## config.mk

```make
export PLATFORM = sky130hd
export DESIGN_NAME = mem_ctrl_flat
export DESIGN_NICKNAME = d
export VERILOG_FILES = /design/src/rtl/mem_ctrl_if.sv /design/src/rtl/mem_ctrl.sv /design/src/flat_wrapper.sv
export SDC_FILE = /design/constraint.sdc
export NUM_CORES = 1
export LEC_CHECK = 0
export BUFFER_PORTS_ARGS = -buffer_cell sky130_fd_sc_hd__buf_2
export CORE_ASPECT_RATIO = 1.25
export CORE_MARGIN = 2
export CORE_UTILIZATION = 49
export CTS_BUF_LIST = sky130_fd_sc_hd__clkbuf_2
export DETAILED_ROUTE_END_ITERATION = 16
export PLACE_DENSITY_LB_ADDON = 0.15
export SYNTH_ARGS = -nofsm -noshare
export SYNTH_HDL_FRONTEND = slang
export SYNTH_SLANG_ARGS = --single-unit
```

## constraint.sdc

```tcl
create_clock -name clk -period 4.5 [get_ports clk]
set_input_delay 0.45 -clock clk [delete_from_list [all_inputs] [get_ports clk]]
set_output_delay 0.45 -clock clk [all_outputs]
set_load 0.05 [all_outputs]
```

## src/rtl/mem_ctrl_if.sv

```systemverilog
// CPU-side request/response bus of the memory/I-O access controller.
// req is held with stable fields until the one-cycle ack; rdata is valid while ack=1.
interface mem_ctrl_if #(
  parameter int data_width = 16,
  parameter int addr_width = 8
);
  logic                  req;
  logic                  req_write;
  logic [addr_width:0]   req_addr;
  logic [data_width-1:0] req_wdata;
  logic                  ack;
  logic [data_width-1:0] rdata;

  modport master (
    output req, req_write, req_addr, req_wdata,
    input  ack, rdata
  );

  modport slave (
    input  req, req_write, req_addr, req_wdata,
    output ack, rdata
  );
endinterface

```

## src/rtl/mem_ctrl.sv

```systemverilog
// Memory/I-O access controller: decodes CPU requests into RAM or memory-mapped I/O
// and sequences the RAM's registered read and write-suppresses-read behaviour.
module mem_ctrl #(
  parameter int data_width = 16,
  parameter int addr_width = 8
) (
  input  logic                  clk,
  input  logic                  reset,
  mem_ctrl_if.slave             bus,
  output logic [addr_width-1:0] ram_read_address,
  output logic [addr_width-1:0] ram_write_address,
  output logic                  ram_write,
  output logic [data_width-1:0] ram_din,
  input  logic [data_width-1:0] ram_dout,
  input  logic [7:0]            sw,
  output logic [7:0]            led,
  output logic [2:0]            state_dbg
);

  localparam logic [2:0] IDLE = 3'd0;
  localparam logic [2:0] RD   = 3'd1;
  localparam logic [2:0] WAIT = 3'd2;
  localparam logic [2:0] WR   = 3'd3;
  localparam logic [2:0] RESP = 3'd4;

  localparam logic [addr_width:0] led_addr = {1'b1, {addr_width{1'b0}}};
  localparam logic [addr_width:0] sw_addr  = led_addr | (addr_width+1)'(64);

  logic [2:0]            state;
  logic [addr_width:0]   addr_q;
  logic [data_width-1:0] wdata_q;
  logic                  write_q;
  logic [data_width-1:0] io_rdata;

  assign state_dbg         = state;
  assign ram_read_address  = addr_q[addr_width-1:0];
  assign ram_write_address = addr_q[addr_width-1:0];
  assign ram_din           = wdata_q;
  // write_q is always set in WR; qualifying on it keeps the latched direction meaningful.
  assign ram_write         = (state == WR) && write_q && !reset;

  always_comb begin
    io_rdata = '0;
    if (bus.req_addr == led_addr)
      io_rdata = {{(data_width-8){1'b0}}, led};
    else if (bus.req_addr == sw_addr)
      io_rdata = {{(data_width-8){1'b0}}, sw};
  end

  always_ff @(posedge clk) begin
    if (reset) begin
      state     <= IDLE;
      bus.ack   <= 1'b0;
      bus.rdata <= '0;
      led       <= '0;
      addr_q    <= '0;
      wdata_q   <= '0;
      write_q   <= 1'b0;
    end else begin
      case (state)
        IDLE: begin
          if (bus.req) begin
            addr_q  <= bus.req_addr;
            wdata_q <= bus.req_wdata;
            write_q <= bus.req_write;
            if (!bus.req_addr[addr_width]) begin
              state <= bus.req_write ? WR : RD;
            end else begin
              // I/O completes on the accepting edge; unmapped writes are dropped.
              if (bus.req_write) begin
                if (bus.req_addr == led_addr)
                  led <= bus.req_wdata[7:0];
              end else begin
                bus.rdata <= io_rdata;
              end
              bus.ack <= 1'b1;
              state   <= RESP;
            end
          end
        end
        RD: state <= WAIT;
        WAIT: begin
          bus.rdata <= ram_dout;
          bus.ack   <= 1'b1;
          state     <= RESP;
        end
        WR: begin
          bus.ack <= 1'b1;
          state   <= RESP;
        end
        RESP: begin
          bus.ack <= 1'b0;
          state   <= IDLE;
        end
        default: begin
          bus.ack <= 1'b0;
          state   <= IDLE;
        end
      endcase
    end
  end

endmodule

```

## src/flat_wrapper.sv

```systemverilog
// flat-port wrapper written by rule: the top's interface ports become plain ports
module mem_ctrl_flat 
#(
  parameter int data_width = 16,
  parameter int addr_width = 8
)
  (clk, reset, ram_read_address, ram_write_address, ram_write, ram_din, ram_dout, sw, led, state_dbg, bus_req, bus_req_write, bus_req_addr, bus_req_wdata, bus_ack, bus_rdata);
  mem_ctrl_if #(.data_width(data_width), .addr_width(addr_width)) bus_i ();
  input  logic clk;
  input  logic reset;
  output logic [addr_width-1:0] ram_read_address;
  output logic [addr_width-1:0] ram_write_address;
  output logic ram_write;
  output logic [data_width-1:0] ram_din;
  input  logic [data_width-1:0] ram_dout;
  input  logic [7:0] sw;
  output logic [7:0] led;
  output logic [2:0] state_dbg;
  input wire logic [$bits(bus_i.req)-1:0] bus_req;
  input wire logic [$bits(bus_i.req_write)-1:0] bus_req_write;
  input wire logic [$bits(bus_i.req_addr)-1:0] bus_req_addr;
  input wire logic [$bits(bus_i.req_wdata)-1:0] bus_req_wdata;
  output wire logic [$bits(bus_i.ack)-1:0] bus_ack;
  output wire logic [$bits(bus_i.rdata)-1:0] bus_rdata;
  assign bus_i.req = bus_req;
  assign bus_i.req_write = bus_req_write;
  assign bus_i.req_addr = bus_req_addr;
  assign bus_i.req_wdata = bus_req_wdata;
  assign bus_ack = bus_i.ack;
  assign bus_rdata = bus_i.rdata;
  mem_ctrl #(.data_width(data_width), .addr_width(addr_width)) u_core (.clk(clk), .reset(reset), .bus(bus_i), .ram_read_address(ram_read_address), .ram_write_address(ram_write_address), .ram_write(ram_write), .ram_din(ram_din), .ram_dout(ram_dout), .sw(sw), .led(led), .state_dbg(state_dbg));
endmodule
```

# [After elaboration in Yosys (flattened, before gate mapping)]
# Cells that the tools add are included.
[op_classes] magnitude_cmp=0 shift=0 multipliers=0 eq_ne=8 n_bitwise=1 muxes=13 reduce_logical=10 add_sub_neg=0 n_div=0
[op_table] op="two-way mux 16 bit" n=4
[op_table] op="case mux 16 bit (2 select lines)" n=1
[op_table] op="== test 9 bit (second input constant)" n=2
[op_table] op="case mux 3 bit (3 select lines)" n=1
[op_table] op="two-way mux 8 bit" n=1
[op_table] op="== test 3 x 2 -> 1 bit (second input constant)" n=2
[op_table] op="two-way mux 3 bit" n=2
[op_table] op="!= test 2 bit (second input constant)" n=3
[op_table] op="AND reduction 5 bit" n=1
[op_table] op="AND reduction 4 bit" n=1
[op_table] op="== test 3 x 1 -> 1 bit (second input constant)" n=1
[op_table] op="zero test 3 bit" n=1
[op_table] op="case mux 1 bit (3 select lines)" n=1
[op_table] op="AND reduction 3 bit" n=1
[op_table] op="logical AND 1 bit" n=2
[op_table] op="two-way mux 1 bit" n=2
[op_table] op="two-way mux 2 bit" n=1
[op_table] op="AND reduction 2 bit" n=1
[op_table] op="nonzero test 2 bit" n=1
[op_table] op="OR reduction 2 bit" n=1
[op_table] op="zero test 1 bit" n=1
[op_table] op="NOT 1 bit" n=1
[word_totals] mem_count=0 in_bits=53 ramBits=0 output_inout_bits=61 reg_bits=53 latch_bits=0 mem_bits_ro=0

# [Logic depth before layout (Yosys ltp)]
[depth] ltp_word=7 ltp_mapped=7

# [Worst setup path before layout]
# Ideal clock, no wire load.
[synth_path] path_type="reg2out" from="register u_core.state[1] (netlist: u_core.state_dbg[1])" to="output ram_write" n_path_buf=1 path_stages_with_launch=4 path_slack_ps=2003 t_arrival_ps=2047 path_cell_list="dfxtp_1 buf_2 nand3_1 nor3_1"
[synth_via] elab_chain_len=3
[synth_rtl] item="start: declaration" line_no="mem_ctrl.sv:29" rtl="logic [2:0] state;"
[synth_rtl] item="start signal: assignment" line_no="mem_ctrl.sv:67" rtl="state <= bus.req_write ? WR : RD;"
[synth_rtl] item="== test 3 x 2 -> 1 bit" line_no="mem_ctrl.sv:40" rtl="assign ram_write = (state == WR) && write_q && !reset;"
[synth_rtl] item="logical AND 1 bit (2 in series)" line_no="mem_ctrl.sv:40"
[synth_rtl] item="end: declaration" line_no="flat_wrapper.sv:13" rtl="output logic ram_write;"
# No other way between the ends.

# [Worst setup path in the final report]
# Same ends and word-level chain as after synthesis.

==> out/qor.csv <==
metric,value,unit
status,completed,
maxCapViolCount,0,
die_width,62.1,um
drt_wl_total,4860,um
clock.fmax,0.494,GHz
finalSetupTns,0,ps
rsz0062_at_grt,false,
slew_viol_final,0,
post_cts_buffers,0,
tritoncts,done,
yosysWarnings,0,
worstPathArrival,1570,ps
hold_class,primary input to flop,
hold_violations,0,
critPathKind,flop to output port,
firstDrtPassIters,4,
finalInstanceArea,2620,um2
die_area,4760,um2
clk_pin_slew,220,ps
placed_area,2580,um2
peakVddDrop,0.000212,V
crit_slowest_cell,dfxtp_1,
grt_max_degree,56,
vias_per_cell,4.98,
drt_iter0_markers,88,
drtAntennaViolNets,0,
cts_root_buf,clkbuf_2,
period_needed,2020,ps
fin_nets,382,
grt_usage,20.2,%
ios,114,
synth.distinct_cells,25,
via_count,1924,
setup_viol,0,
cp.required,4050,ps
power.leakage,1.33,nW
wl_per_cell,12.6,um
start_kind,flop,
synth_nets,285,
p_per_area,341,nW/um2
core,4070,um2
dp_hpwl,3540,um
worst_skew_pair.late_latency,410,ps
fill_cells,384,
grt_pass1_vias,1755,
port-buffer-count,113,
numCtsBuffers,5,
reg2reg_slack,2650,ps
die_h,76.7,um
tightest_slew,1060,ps
antenna_found_initial,0,
skew,4.83,ps
crit_path_max_fanout,10,
cts.sinks,53,
slew_headroom,29.1,%
cp_top_family,flip-flops,
overflow,0,
grt_pass1_wl,7900,um
hold_buffers,0,
cts_buffer_depth,2,
row_count,26,
final-seq-area,1060,um2
worstPathCellList,nand3_1 -> nor3_1 -> buf_2,
critPathCaptureType,output port,
ys_seq_area_share,51.3,%
fin_crit_sh,45.0,%
place_congestion,0.829,
multi_input_area,873,um2
slowest_delay,590,ps
crit_buf_inv,1,
post_cts_resized,0,
drive_gt1_share,37.9,%
initial_utilization,50.9,%
cts_max_level,2,
synth_seq_cells,53,
synth.avg_cell_area,8.92,um2
drcViolationCount,0,
antenna_cells,0,
synthCells,232,
syn-cell-area,2070,um2
area_delta_synth_final,26.7,%
[metrics by stage]
step,setup slack [ps],utilization [%],hold slack [ps],cells,power (mW)
after global routing,2340,64.5,176,386,0.943
final,2480,64.5,227,386,0.895
after CTS,2430,64.5,192,386,0.908
after floorplan,2000,-,437,232,0.674
after detailed placement,2460,63.5,445,378,0.728
after global placement,2480,63.5,439,378,0.726
[routing by layer]
layer  share of wire [%]  GRT usage [%]  vias to the layer above
met4                 1.5           8.67                        0
met2                  48           34.7                       75
met3                 8.6           5.28                        8
met5                   0              0                        -
li1                    -              -                      984
met1                  42           23.8                      857
[registers in the layout, summed over array words and instances (netlist names)]
signal / count
u_core.bus.rdata: 16
u_core.ram_din: 16
u_core.addr_q: 8
u_core.led: 8
u_core.state_dbg: 3
u_core.bus.ack: 1
u_core.write_q: 1
[cells in the mapped netlist (all sizes together)]
cell type | number | area share, %
nor4 | 3 | 0.91
nand2 | 51 | 9.3
nor2 | 19 | 3.4
nor3 | 5 | 1.2
and2 | 1 | 0.30
o21ai | 1 | 0.24
nand4 | 2 | 1.3
nor4b | 2 | 1.9
o22ai | 8 | 2.4
nand3 | 1 | 0.24
dfxtp | 53 | 51
buf | 16 | 4.9
inv | 1 | 0.18
a21oi | 25 | 6.0
nor2b | 1 | 0.30
a22oi | 16 | 5.8
mux2i | 16 | 7.7
a31oi | 1 | 0.30
nand3b | 1 | 0.36
and3b | 1 | 0.42
clkbuf | 8 | 1.5
[worst register-to-register path, delay by kind of cell (launching register included)]
family          cells  cell delay (ps)
flops               1              450
compound gates      1               90
simple gates        3             1190
[layout by cell type (no fill, tap or decap), drive strengths merged]
cell	count
buf	114
dfxtp	53
nand2	51
a21oi	25
nor2	19
mux2i	16
a22oi	16
o22ai	8
clkbuf	8
nor3	5
nor4	3
nor4b	2
nand4	2
nand3	1
nand3b	1
inv	1
a31oi	1
nor2b	1
and2	1
and3b	1
o21ai	1
[cell families (layout without fill, tap and decap cells)]
group / count (synthesis) / after routing / share of synthesized area (%)
and+or+nand+nor: 87 / 87 / 19.6
DFF: 53 / 53 / 51.3
AOI/OAI and AO/OA: 51 / 51 / 14.8
buffers and inverters: 25 / 123 / 6.53
muxes: 16 / 16 / 7.74
[cell type report]
class / instances / area share [%]
Inverter: 1 / 0.143
Sequential cell: 53 / 40.5
Clock buffer: 8 / 1.53
Tap cell: 56 / 2.67
Timing Repair Buffer: 114 / 21.9
Multi-Input combinational cell: 154 / 33.3
[worst paths after layout]
| path | from | to | depth (start not counted) |
|---|---|---|---|
| setup / recovery | u_core.state_dbg[1] | ram_write | 3 |
| hold reg to reg | u_core.ram_din[15] | u_core.ram_din[15] | 2 |
| hold / removal | bus_req_addr[8] | u_core.state_dbg[0] | 2 |
| setup reg to reg | u_core.state_dbg[2] | u_core.ram_din[11] | 4 |
[power breakdown]
part / internal [mW] / switching [mW]
Combinational: 0.0574 / 0.153
Sequential: 0.492 / 0.0140
Clock: 0.0458 / 0.132
Total: 0.595 / 0.300
Power figures use the tool's default switching activity.
